==> src/rtl/phase_scheduler_if.sv <==
// Signal-head bus between the intersection controller and its sensors/lamps.
// The master drives the vehicle sensors. The slave is the scheduler, which drives the lamp, grant and phase outputs.
interface phase_scheduler_if;
  logic [3:0] req;
  logic [7:0] sig;
  logic [1:0] grant;
  logic [1:0] phase;

  modport master (output req, input sig, grant, phase);
  modport slave  (input req, output sig, grant, phase);
endinterface

==> src/rtl/phase_scheduler.sv <==
// Four-approach round-robin intersection scheduler. Approach 0 is the home approach.
// Each grant runs green, then yellow, then all-red, all timed by one shared interval counter.
module phase_scheduler #(
  parameter int unsigned MIN_GREEN = 4,
  parameter int unsigned MAX_GREEN = 10,
  parameter int unsigned Y2R_DELAY = 3,
  parameter int unsigned R2G_DELAY = 2
) (
  input  logic              clk,
  input  logic              clr,
  phase_scheduler_if.slave  bus
);

  typedef enum logic [1:0] {
    GREEN  = 2'd0,
    YELLOW = 2'd1,
    ALLRED = 2'd2
  } state_e;

  localparam logic [1:0] LAMP_RED    = 2'd0;
  localparam logic [1:0] LAMP_YELLOW = 2'd1;
  localparam logic [1:0] LAMP_GREEN  = 2'd2;

  localparam logic [7:0] MIN_LAST = 8'(MIN_GREEN - 1);
  localparam logic [7:0] MAX_LAST = 8'(MAX_GREEN - 1);
  localparam logic [7:0] Y_LAST   = 8'(Y2R_DELAY - 1);
  localparam logic [7:0] R_LAST   = 8'(R2G_DELAY - 1);

  state_e     state_q, state_d;
  logic [1:0] cur_q, cur_d;
  logic [1:0] nxt_q, nxt_d;
  logic [3:0] pend_q, pend_d;
  logic [7:0] cnt_q, cnt_d;
  logic [7:0] sig_q, sig_d;
  logic [1:0] grant_q;
  logic [1:0] phase_q;

  logic [3:0] eff_pend;
  logic       wait_any;
  logic [1:0] winner;
  logic [1:0] idx;
  logic [1:0] lamp_d;
  logic       green_done;

  always_comb begin
    // NOTE: every variable gets a default before any branch, so no path can infer a latch.
    state_d  = state_q;
    cur_d    = cur_q;
    nxt_d    = nxt_q;
    cnt_d    = cnt_q;
    pend_d   = pend_q | bus.req;
    idx      = cur_q;
    winner   = cur_q;
    lamp_d   = LAMP_RED;

    // A non-home owner always sees home as pending, so right-of-way drifts back to 0.
    eff_pend = pend_q;
    if (cur_q != 2'd0) eff_pend[0] = 1'b1;
    wait_any = |(eff_pend & ~(4'b0001 << cur_q));

    // Scan from cur+3 down to cur+1, so the closest candidate after cur wins.
    for (int k = 3; k >= 1; k--) begin
      idx = cur_q + 2'(k);
      if (eff_pend[idx]) winner = idx;
    end

    green_done = (cnt_q >= MIN_LAST) && wait_any &&
                 (!bus.req[cur_q] || (cnt_q >= MAX_LAST));

    unique case (state_q)
      GREEN: begin
        pend_d[cur_q] = 1'b0;
        if (green_done) begin
          nxt_d   = winner;
          state_d = YELLOW;
          cnt_d   = 8'd0;
        end else if (cnt_q != 8'hFF) begin
          cnt_d = cnt_q + 8'd1;
        end
      end
      YELLOW: begin
        if (cnt_q == Y_LAST) begin
          state_d = ALLRED;
          cnt_d   = 8'd0;
        end else begin
          cnt_d = cnt_q + 8'd1;
        end
      end
      ALLRED: begin
        if (cnt_q == R_LAST) begin
          state_d        = GREEN;
          cur_d          = nxt_q;
          cnt_d          = 8'd0;
          pend_d[nxt_q]  = 1'b0;
        end else begin
          cnt_d = cnt_q + 8'd1;
        end
      end
      default: begin
        state_d = GREEN;
        cnt_d   = 8'd0;
      end
    endcase

    // Lamps are derived from the next state, so they are registered in step with state/cur.
    unique case (state_d)
      GREEN:   lamp_d = LAMP_GREEN;
      YELLOW:  lamp_d = LAMP_YELLOW;
      default: lamp_d = LAMP_RED;
    endcase
    sig_d = {6'b0, lamp_d} << {cur_d, 1'b0};
  end

  // NOTE: sequential state uses non-blocking assignments only, so all registers update together at the edge.
  always_ff @(posedge clk) begin
    if (!clr) begin
      state_q <= GREEN;
      cur_q   <= 2'd0;
      nxt_q   <= 2'd0;
      pend_q  <= 4'd0;
      cnt_q   <= 8'd0;
      sig_q   <= {6'b0, LAMP_GREEN};
      grant_q <= 2'd0;
      phase_q <= GREEN;
    end else begin
      state_q <= state_d;
      cur_q   <= cur_d;
      nxt_q   <= nxt_d;
      pend_q  <= pend_d;
      cnt_q   <= cnt_d;
      sig_q   <= sig_d;
      grant_q <= cur_d;
      phase_q <= state_d;
    end
  end

  assign bus.sig   = sig_q;
  assign bus.grant = grant_q;
  assign bus.phase = phase_q;

endmodule

==> src/flat_wrapper.sv <==
// flat-port wrapper written by rule: the top's interface ports become plain ports
module phase_scheduler_flat 
#(
  parameter int unsigned MIN_GREEN = 4,
  parameter int unsigned MAX_GREEN = 10,
  parameter int unsigned Y2R_DELAY = 3,
  parameter int unsigned R2G_DELAY = 2
)
  (clk, clr, bus_req, bus_sig, bus_grant, bus_phase);
  phase_scheduler_if bus_i ();
  input  logic clk;
  input  logic clr;
  input wire logic [$bits(bus_i.req)-1:0] bus_req;
  output wire logic [$bits(bus_i.sig)-1:0] bus_sig;
  output wire logic [$bits(bus_i.grant)-1:0] bus_grant;
  output wire logic [$bits(bus_i.phase)-1:0] bus_phase;
  assign bus_i.req = bus_req;
  assign bus_sig = bus_i.sig;
  assign bus_grant = bus_i.grant;
  assign bus_phase = bus_i.phase;
  phase_scheduler #(.MIN_GREEN(MIN_GREEN), .MAX_GREEN(MAX_GREEN), .Y2R_DELAY(Y2R_DELAY), .R2G_DELAY(R2G_DELAY)) u_core (.clk(clk), .clr(clr), .bus(bus_i));
endmodule
==> config.mk <==
export PLATFORM = sky130hd
export DESIGN_NAME = phase_scheduler_flat
export DESIGN_NICKNAME = d
export VERILOG_FILES = /design/src/rtl/phase_scheduler_if.sv /design/src/rtl/phase_scheduler.sv /design/src/flat_wrapper.sv
export SDC_FILE = /design/constraint.sdc
export NUM_CORES = 1
export LEC_CHECK = 0
export CORE_MARGIN = 5
export CORE_UTILIZATION = 40
export DETAILED_ROUTE_END_ITERATION = 10
export PLACE_DENSITY = 0.65
export SETUP_SLACK_MARGIN = 0.1
export SYNTH_ARGS = -nofsm -noshare
export SYNTH_HDL_FRONTEND = slang
export SYNTH_SLANG_ARGS = --single-unit
export TNS_END_PERCENT = 50
==> constraint.sdc <==
create_clock -name clk -period 2.66 [get_ports clk]
set_input_delay 0.266 -clock clk [delete_from_list [all_inputs] [get_ports clk]]
set_output_delay 0.266 -clock clk [all_outputs]
set_load 0.1 [all_outputs]
==> flow_summary.ini, run 1 <==
[placement]
postPlaceCellArea_mm2 = 0.00158
place_congestion = 0.890
dpl.hpwl_mm = 2.46
port_buffers = 17
dp.cells = 217

[clocking]
cts.root.buffer_cell = sky130_fd_sc_hd__clkbuf_4
post_cts.repair.setup_buffers = 0
tritoncts = done
postCtsHoldBufs = 0
postCtsResizedCells = 0
htree_num_levels = 1
clock_sinks = 26
clk_transition_reported_paths_ps = 150
buffer_depth_of_the_longest_clock_path = 2
clock_latency_on_the_worst_skew_pair_ps = 330
numCtsBuffers = 3

[sta]
fin_worst_skew_ps = 8.47
final_hold_violations = 0
period_needed_ps = 2220
rsz0062_at_grt = no
setup_tns_ps = 0
fmax_ghz = 0.451
final_setup_violation_count = 0
worst_pin_slew_ps = 463
post-route-period-util = 0.834
slew_headroom = 0.689
slew_viol_final = 0

[setup_path]
critical_path_peak_fanout = 12
reg2reg_from = u_core.cur_q[0]$_SDFF_PN0_
cp-start-kind = flip-flop
cp.required_ps = 2890
criticalPathCategory = flip-flop to flip-flop
path_cells = clkinv_1 > ha_1 > nand2b_1 > o2111ai_1 > a311oi_4 > o21ai_1 > o21ai_0
rr_endpoint = u_core.cnt_q[2]$_SDFFE_PN0P_
timing.reg2reg.worst_path_depth = 7
worst_path_max_delay_cell = sky130_fd_sc_hd__dfxtp_2
slowest_delay_ps = 510
worst-r2r-setup-slack_ps = 440
critPathArrivalTime_ps = 2440
setup.worst_path.end_class = flip-flop

[finish]
post_layout_net_count = 190
layout_commonest_cell = sky130_fd_sc_hd__dfxtp_1
insertedDiodeCount = 0
fillCellCount = 330
final_area_mm2 = 0.00163
finalCoreUtilization = 0.489
area_growth_pct = 18.7
layout-drive-gt1-share = 0.154
final_cell_count_no_fill = 221
mostFrequentLayoutCells = 25 x sky130_fd_sc_hd__dfxtp_1, 16 x sky130_fd_sc_hd__nor2_1, 15 x sky130_fd_sc_hd__buf_4

[logic_synthesis]
synth_nets = 168
postSynth.asyncResetShare = 0
netlist.area_leader.share = 0.379
number_of_distinct_library_cell_variants_in_the_gate_level_netlist_after_synthesis = 46
seq_area_frac_synth = 0.379
syn_area_mm2 = 0.00138
synth_top_cells_by_area = sky130_fd_sc_hd__dfxtp_1 38%, sky130_fd_sc_hd__ha_1 7.3%, sky130_fd_sc_hd__o21ai_0 5.1%
postSynthRegisterBits = 26
synthesis.area_per_instance_um2 = 8.93
ys_warn_count = 0
main_flop_type_after_synthesis = sky130_fd_sc_hd__dfxtp_1
synth_enable_flop_cells = 0
synth_top_area_cell = sky130_fd_sc_hd__dfxtp_1
synthesis.instances = 154

[global_route]
total_overflow_reported_by_the_global_router = 0
grt.total_usage = 0.150
maximum_number_of_pins_on_one_net_before_global_route_repair = 16
global_route_wire_length_before_repair_mm = 5.34
grt_pass1_vias = 1195
antenna_violations_before_repair = 0

[route]
viasPerCell = 5.65
drt-total-wl_mm = 3.23
ant_nets = 0
route.detailed.wl_per_inst_um = 14.6
vias = 1249
drc = 0
drt_iter0_markers = 117
drt_pass1_iterations = 5

[pwr]
switching_share_of_total_power = 0.343
total_leakage_power_nw = 0.632
cell_internal_pwr_uw = 680
powerDensity_mw_per_mm2 = 634
combinationalPowerShare = 0.283
p_clk_frac = 0.269
seq_power_share = 0.448
max-vdd-ir-drop_v = 0.000248
total_switching_power_uw = 355

[die]
starting_density_of_the_core = 0.412
die_width_um = 68.6
die_y_um = 68.6
fp-row-count = 21
design.portCount = 18
area_of_the_die_mm2 = 0.00471
placeableCoreArea_mm2 = 0.00334

[worst_hold_path]
worstHoldStart = u_core.pend_q[0]$_SDFF_PN0_
worstHoldPathType = flip-flop to flip-flop
whs_endpoint = u_core.pend_q[0]$_SDFF_PN0_
timing.hold.worst_path_depth = 2

[status]
status = complete, no violations

[job]
max-cap-violations = 0
state kept, by name, indices dropped and copies added, names as in the netlist:
name / flops
u_core.state_q: 2
u_core.bus.sig: 8
u_core.cnt_q: 8
u_core.nxt_q: 2
u_core.pend_q: 4
u_core.cur_q: 2
power groups by stage:
stage / Sequential (mW) / Combinational, mW / Clock (mW)
final: 0.463 / 0.293 / 0.278
after global placement: 0.471 / 0.284 / 0
after CTS: 0.462 / 0.292 / 0.285
after detailed placement: 0.470 / 0.290 / 0
after floorplan: 0.515 / 0.170 / 0
after global routing: 0.467 / 0.321 / 0.295
layer usage:
metal / up-vias / wire length, um / GRT usage
li1: 601 / - / -
met1: 593 / 1400 / 0.186
met2: 47 / 1570 / 0.241
met3: 8 / 178 / 0.0324
met4: 0 / 78 / 0.0819
met5: - / 0 / 0
critical path: cells and delay by family, from the launching register on:
family | cells | cell delay [ps]
fa+ha+maj | 1 | 300
compound gates | 4 | 860
buf+inv | 1 | 310
flops | 1 | 510
simple gates | 1 | 140
through the flow:
stage / hold slack, ps / setup slack, ps / total power, mW
after CTS: 548 / 447 / 1.04
after detailed placement: 525 / 463 / 0.760
after global placement: 514 / 497 / 0.755
after floorplan: 459 / 73.1 / 0.685
final: 544 / 442 / 1.03
after global routing: 605 / 240 / 1.08
how the worst max path moves through the flow:
stage	startpoint	endpoint	slack (ps)	cells past startpoint
after floorplan	u_core.cur_q[1]$_SDFF_PN0_	u_core.cnt_q[0]$_SDFFE_PN0P_	70	6
after global placement	u_core.cur_q[0]$_SDFF_PN0_	u_core.cnt_q[3]$_SDFFE_PN0P_	500	7
after detailed placement	u_core.cur_q[0]$_SDFF_PN0_	u_core.cnt_q[2]$_SDFFE_PN0P_	460	7
after CTS	u_core.cur_q[0]$_SDFF_PN0_	u_core.cnt_q[2]$_SDFFE_PN0P_	450	7
after global routing	u_core.cur_q[0]$_SDFF_PN0_	u_core.cnt_q[7]$_SDFFE_PN0P_	240	7
final	u_core.cur_q[0]$_SDFF_PN0_	u_core.cnt_q[2]$_SDFFE_PN0P_	440	7
synthesized netlist by cell type, drive strengths merged (2+ instances only):
master / number
a31oi: 4
buf: 2
mux2i: 3
nand2: 9
a21oi: 5
clkinv: 2
nor2: 16
and4: 2
dfxtp: 26
nand4: 3
ha: 8
nor2b: 4
a211oi: 2
nand3: 7
o21ai: 15
inv: 7
nand2b: 2
nor3b: 2
o211ai: 2
a311oi: 2
xnor2: 5
nor3: 6
layout make-up:
class	instances	area, um^2	share of cell area
Multi-Input combinational cell	116	805	0.493
Sequential cell	26	522	0.320
Timing Repair Buffer	20	163	0.0996
Tap cell	46	57.6	0.0352
Inverter	9	33.8	0.0207
Clock inverter	1	30.0	0.0184
Clock buffer	3	22.5	0.0138
logic make-up after synthesis:
group / share of synthesized area
buffers and inverters: 0.0364
DFF: 0.379
muxes: 0.0464
AOI/OAI and AO/OA: 0.204
and+or+nand+nor: 0.224
adders and majority gates: 0.0728
xor gates and xnor gates: 0.0382
(Power assumes the default switching activity.)
==> inputs of run 2 (changes only) <==
==> constraint.sdc (replaced) <==
create_clock -name clk -period 2.11 [get_ports clk]
set_input_delay 0.211 -clock clk [delete_from_list [all_inputs] [get_ports clk]]
set_output_delay 0.211 -clock clk [all_outputs]
set_load 0.1 [all_outputs]
==> run 2 against run 1 <==
Compared with the run above:
- cell count is 2.7% higher
- first-iteration DRC count shrank 36%
- flip-flop and latch count stayed put
- critical path type unchanged
==> flow_summary.ini, run 2 (synthesized netlist as in run 1, its figures left out) <==
[finish]
fillCellCount = 337
register_area_um2 = 529
mostFrequentLayoutCells = 23 x sky130_fd_sc_hd__dfxtp_1, 21 x sky130_fd_sc_hd__buf_4, 15 x sky130_fd_sc_hd__nor2_1
area_growth_pct = 25.0
layout-drive-gt1-share = 0.238
final_area_mm2 = 0.00172
post_layout_net_count = 196
layout_commonest_cell = sky130_fd_sc_hd__dfxtp_1
final_cell_count_no_fill = 227
insertedDiodeCount = 0
multi_input_gate_area_in_the_final_layout_um2 = 837
finalCoreUtilization = 0.515

[sta]
setup_tns_ps = 0
fmax_ghz = 0.513
slew_headroom = 0.732
post-route-period-util = 0.923
rsz0062_at_grt = yes
period_needed_ps = 1950
slew_viol_final = 0
fin_worst_skew_ps = 5.44
final.setup.worst_slack_ps = 162
final_hold_violations = 0
fin_hold_ws_ps = 545
worst_pin_slew_ps = 399
final_setup_violation_count = 0

[clocking]
tritoncts = done
cts.root.buffer_cell = sky130_fd_sc_hd__clkbuf_4
clk_transition_reported_paths_ps = 150
buffer_depth_of_the_longest_clock_path = 2
htree_num_levels = 1
clock_sinks = 26
numCtsBuffers = 3
clock_latency_on_the_worst_skew_pair_ps = 320

[placement]
port_buffers = 17
postPlaceCellArea_mm2 = 0.00163
dpl.hpwl_mm = 2.44
placement.setup.worst_slack_ps = 36.9
dp.cells = 222
place_congestion = 0.829

[setup_path]
worst-r2r-setup-slack_ps = 160
critical_path_peak_fanout = 13
reg2reg_from = u_core.cur_q[1]$_SDFF_PN0_
critPathArrivalTime_ps = 2170
criticalPathCategory = flip-flop to flip-flop
timing.reg2reg.worst_path_depth = 7
cp.required_ps = 2330
setup.worst_path.end_class = flip-flop
rr_endpoint = u_core.nxt_q[0]$_SDFFE_PN0P_
cp-start-kind = flip-flop

[pwr]
combinationalPowerShare = 0.319
max-vdd-ir-drop_v = 0.000292
p_clk_frac = 0.255
total_switching_power_uw = 457
total_power_mw = 1.35
cell_internal_pwr_uw = 893
switching_share_of_total_power = 0.339
seq_power_share = 0.426
powerDensity_mw_per_mm2 = 786
total_leakage_power_nw = 0.671

[die]
fp-row-count = 21
placeableCoreArea_mm2 = 0.00334
area_of_the_die_mm2 = 0.00471
die_width_um = 68.6
design.portCount = 18
starting_density_of_the_core = 0.412
die_y_um = 68.6

[route]
drt-total-wl_mm = 3.23
drt_pass1_iterations = 4
viasPerCell = 5.46
drc = 0
ant_nets = 0
drt_iter0_markers = 75
route.detailed.wl_per_inst_um = 14.2
vias = 1240

[global_route]
antenna_violations_before_repair = 0
grt_pass1_vias = 1245
maximum_number_of_pins_on_one_net_before_global_route_repair = 16
grt.total_usage = 0.153
global_route_wire_length_before_repair_mm = 5.51
total_overflow_reported_by_the_global_router = 0

[worst_hold_path]
whs_endpoint = u_core.pend_q[0]$_SDFF_PN0_
worstHoldPathType = flip-flop to flip-flop
timing.hold.worst_path_depth = 2
worstHoldStart = u_core.pend_q[0]$_SDFF_PN0_

[status]
status = complete, no violations

[job]
max-cap-violations = 0
## run 2: final cells by class
type,instances,area share
Clock buffer,3,0.0131
Clock inverter,1,0.0175
Inverter,9,0.0204
Multi-Input combinational cell,116,0.487
Sequential cell,26,0.308
Tap cell,46,0.0335
Timing Repair Buffer,26,0.121
## run 2: worst max-delay path by stage
| stage | start | end | slack [ps] |
|---|---|---|---|
| 2_1_floorplan | u_core.cur_q[0]$_SDFF_PN0_ | u_core.cnt_q[0]$_SDFFE_PN0P_ | 20 |
| 3_3_place_gp | bus_req[3] | u_core.bus.sig[1]$_SDFF_PN1_ | 70 |
| 3_5_place_dp | bus_req[3] | u_core.bus.sig[1]$_SDFF_PN1_ | 40 |
| 4_1_cts | u_core.cnt_q[1]$_SDFFE_PN0P_ | u_core.cnt_q[0]$_SDFFE_PN0P_ | 140 |
| 5_1_grt | u_core.cur_q[1]$_SDFF_PN0_ | u_core.nxt_q[1]$_SDFFE_PN0P_ | 40 |
| 6_report | u_core.cur_q[1]$_SDFF_PN0_ | u_core.nxt_q[0]$_SDFFE_PN0P_ | 160 |
## run 2: critical path: stages, from the launching register on
cell                      delay (ps)
sky130_fd_sc_hd__dfxtp_4         420
sky130_fd_sc_hd__inv_1           140
sky130_fd_sc_hd__ha_1            230
sky130_fd_sc_hd__or3b_2          470
sky130_fd_sc_hd__o211a_1         160
sky130_fd_sc_hd__o21ai_1         150
sky130_fd_sc_hd__mux2i_1         200
sky130_fd_sc_hd__a31oi_1          90
## run 2: power by group through the flow
stage	logic [mW]	registers, mW	clock network (mW)
after floorplan	0.218	0.647	0
after global placement	0.410	0.583	0
after detailed placement	0.419	0.583	0
after CTS	0.421	0.572	0.352
after global routing	0.469	0.581	0.371
final	0.431	0.575	0.345
## run 2: metal layers
layer / wire length [um] / vias to the layer above / GRT usage
li1: - / 615 / -
met1: 1460 / 606 / 0.190
met2: 1680 / 17 / 0.269
met3: 72 / 2 / 0.0194
met4: 17 / 0 / 0.0496
met5: 0 / - / 0
## run 2: repair_timing
item | CTS | global route
pin swaps | 1 | 1
gates resized for setup | 0 | 6
hold buffers | 0 | 0
buffers inserted | 1 | 0
setup endpoints to repair | 1 | 16
endpoints found under the hold margin | 0 | 0
==> inputs of run 3 (changes only) <==
--- a/config.mk
+++ b/config.mk
@@ -6,9 +6,9 @@
 export NUM_CORES = 1
 export LEC_CHECK = 0
 export CORE_MARGIN = 5
-export CORE_UTILIZATION = 40
+export CORE_UTILIZATION = 35
 export DETAILED_ROUTE_END_ITERATION = 10
-export PLACE_DENSITY = 0.65
+export PLACE_DENSITY = 0.59
 export SETUP_SLACK_MARGIN = 0.1
 export SYNTH_ARGS = -nofsm -noshare
 export SYNTH_HDL_FRONTEND = slang
==> run 3 against run 2 <==
Compared with the run above:
- hold slack worse by 9.2 ps
- via count is 2.1% lower
- register-to-register slack better by 30 ps
- die area is 12% higher
- highest routed layer unchanged
==> flow_summary.ini, run 3 (synthesized netlist as in run 1, its figures left out) <==
[finish]
mostFrequentLayoutCells = 23 x sky130_fd_sc_hd__dfxtp_1, 19 x sky130_fd_sc_hd__buf_4, 15 x sky130_fd_sc_hd__nor2_1
fillCellCount = 387
final_area_mm2 = 0.00170
multi_input_gate_area_in_the_final_layout_um2 = 826
layout_commonest_cell = sky130_fd_sc_hd__dfxtp_1
post_layout_net_count = 194
final_cell_count_no_fill = 227
insertedDiodeCount = 0
area_growth_pct = 23.6
finalCoreUtilization = 0.454
register_area_um2 = 529
layout-drive-gt1-share = 0.223

[sta]
worst_pin_slew_ps = 396
period_needed_ps = 1920
final.setup.worst_slack_ps = 190
slew_viol_final = 0
final_setup_violation_count = 0
final_hold_violations = 0
fmax_ghz = 0.521
slew_headroom = 0.735
fin_hold_ws_ps = 536
setup_tns_ps = 0
fin_worst_skew_ps = 4.13
rsz0062_at_grt = yes
post-route-period-util = 0.910

[placement]
dpl.hpwl_mm = 2.48
place_congestion = 0.869
placement.setup.worst_slack_ps = 89.9
port_buffers = 17
dp.cells = 223
postPlaceCellArea_mm2 = 0.00163

[worst_hold_path]
worstHoldPathType = flip-flop to flip-flop
worstHoldStart = u_core.pend_q[0]$_SDFF_PN0_
timing.hold.worst_path_depth = 2
whs_endpoint = u_core.pend_q[0]$_SDFF_PN0_

[route]
drc = 0
drt_iter0_markers = 48
viasPerCell = 5.35
drt-total-wl_mm = 3.18
vias = 1214
drt_pass1_iterations = 4
route.detailed.wl_per_inst_um = 14.0
ant_nets = 0

[setup_path]
cp-start-kind = flip-flop
critical_path_peak_fanout = 6
setup.worst_path.end_class = flip-flop
cp.required_ps = 2330
worst_path_max_delay_cell = sky130_fd_sc_hd__or4b_1
timing.reg2reg.worst_path_depth = 6
worst-r2r-setup-slack_ps = 190
slowest_delay_ps = 470
path_cells = ha_1 > nor3b_2 > o211ai_2 > a311oi_4 > or4b_1 > nand3_1
critPathArrivalTime_ps = 2140
reg2reg_from = u_core.cnt_q[0]$_SDFFE_PN0P_
rr_endpoint = u_core.cnt_q[0]$_SDFFE_PN0P_
criticalPathCategory = flip-flop to flip-flop

[clocking]
tritoncts = done
buffer_depth_of_the_longest_clock_path = 2
cts.root.buffer_cell = sky130_fd_sc_hd__clkbuf_8
post_cts.repair.setup_buffers = 0
clk_transition_reported_paths_ps = 90
numCtsBuffers = 3
htree_num_levels = 1
clock_sinks = 26
clock_latency_on_the_worst_skew_pair_ps = 270
postCtsHoldBufs = 0

[die]
placeableCoreArea_mm2 = 0.00374
die_y_um = 72.7
starting_density_of_the_core = 0.367
area_of_the_die_mm2 = 0.00528
fp-row-count = 22
die_width_um = 72.7
design.portCount = 18

[status]
status = complete, no violations

[global_route]
maximum_number_of_pins_on_one_net_before_global_route_repair = 15
grt.total_usage = 0.127
global_route_wire_length_before_repair_mm = 5.40
antenna_violations_before_repair = 0
total_overflow_reported_by_the_global_router = 0
grt_pass1_vias = 1146

[job]
max-cap-violations = 0

[pwr]
total_power_mw = 1.33
total_leakage_power_nw = 0.658
max-vdd-ir-drop_v = 0.000410
powerDensity_mw_per_mm2 = 781
## run 3: cell count changes in the layout (fill, tap and decap cells not counted), sizes merged
cell,before,now
clkinv,2,1
inv,7,8
buf,21,19
clkbuf,3,4
bufinv,1,0
## run 3: critical path: cells and delay by family, from the launching register on
kind / cells / cell delay [ps]
AO/OA/AOI/OAI: 2 / 460
adder cells (fa/ha/maj): 1 / 260
flip-flops: 1 / 390
AND/OR/NAND/NOR: 3 / 770
## run 3: layout make-up
type                    count  share of cell area
clock buffers               4              0.0324
inverters                   9              0.0214
multi-input cells         116               0.486
flip-flops and latches     26               0.311
well taps                  48              0.0353
repair buffers             24               0.113
## run 3: how the worst max path moves through the flow
stage / start / to / slack, ps
after detailed placement: bus_req[3] / u_core.cnt_q[2]$_SDFFE_PN0P_ / 90
after floorplan: u_core.cur_q[0]$_SDFF_PN0_ / u_core.cnt_q[0]$_SDFFE_PN0P_ / 20
final: u_core.cnt_q[0]$_SDFFE_PN0P_ / u_core.cnt_q[0]$_SDFFE_PN0P_ / 190
after CTS: u_core.cur_q[0]$_SDFF_PN0_ / u_core.cnt_q[2]$_SDFFE_PN0P_ / 130
after global routing: u_core.cnt_q[4]$_SDFFE_PN0P_ / u_core.bus.sig[2]$_SDFF_PP0_ / 80
after global placement: bus_req[3] / u_core.bus.sig[1]$_SDFF_PN1_ / 70
## run 3: layer usage
| layer | GRT usage | up-vias | wire length, um |
|---|---|---|---|
| met4 | 0.0430 | 0 | 46 |
| met1 | 0.169 | 573 | 1520 |
| met5 | 0 | - | 0 |
| met3 | 0.0262 | 5 | 137 |
| li1 | - | 614 | - |
| met2 | 0.204 | 22 | 1480 |
## run 3: repair_timing
item	in CTS	in global routing
resized for setup	1	6
hold endpoints to repair	0	0
setup endpoints to repair	1	15
## run 3: power breakdown
group / total (mW) / leakage (nW) / internal, mW / switching [mW]
registers: 0.576 / 0.213 / 0.528 / 0.0484
logic: 0.426 / 0.416 / 0.168 / 0.258
clock network: 0.326 / 0.0288 / 0.167 / 0.159
total: 1.33 / 0.658 / 0.862 / 0.465
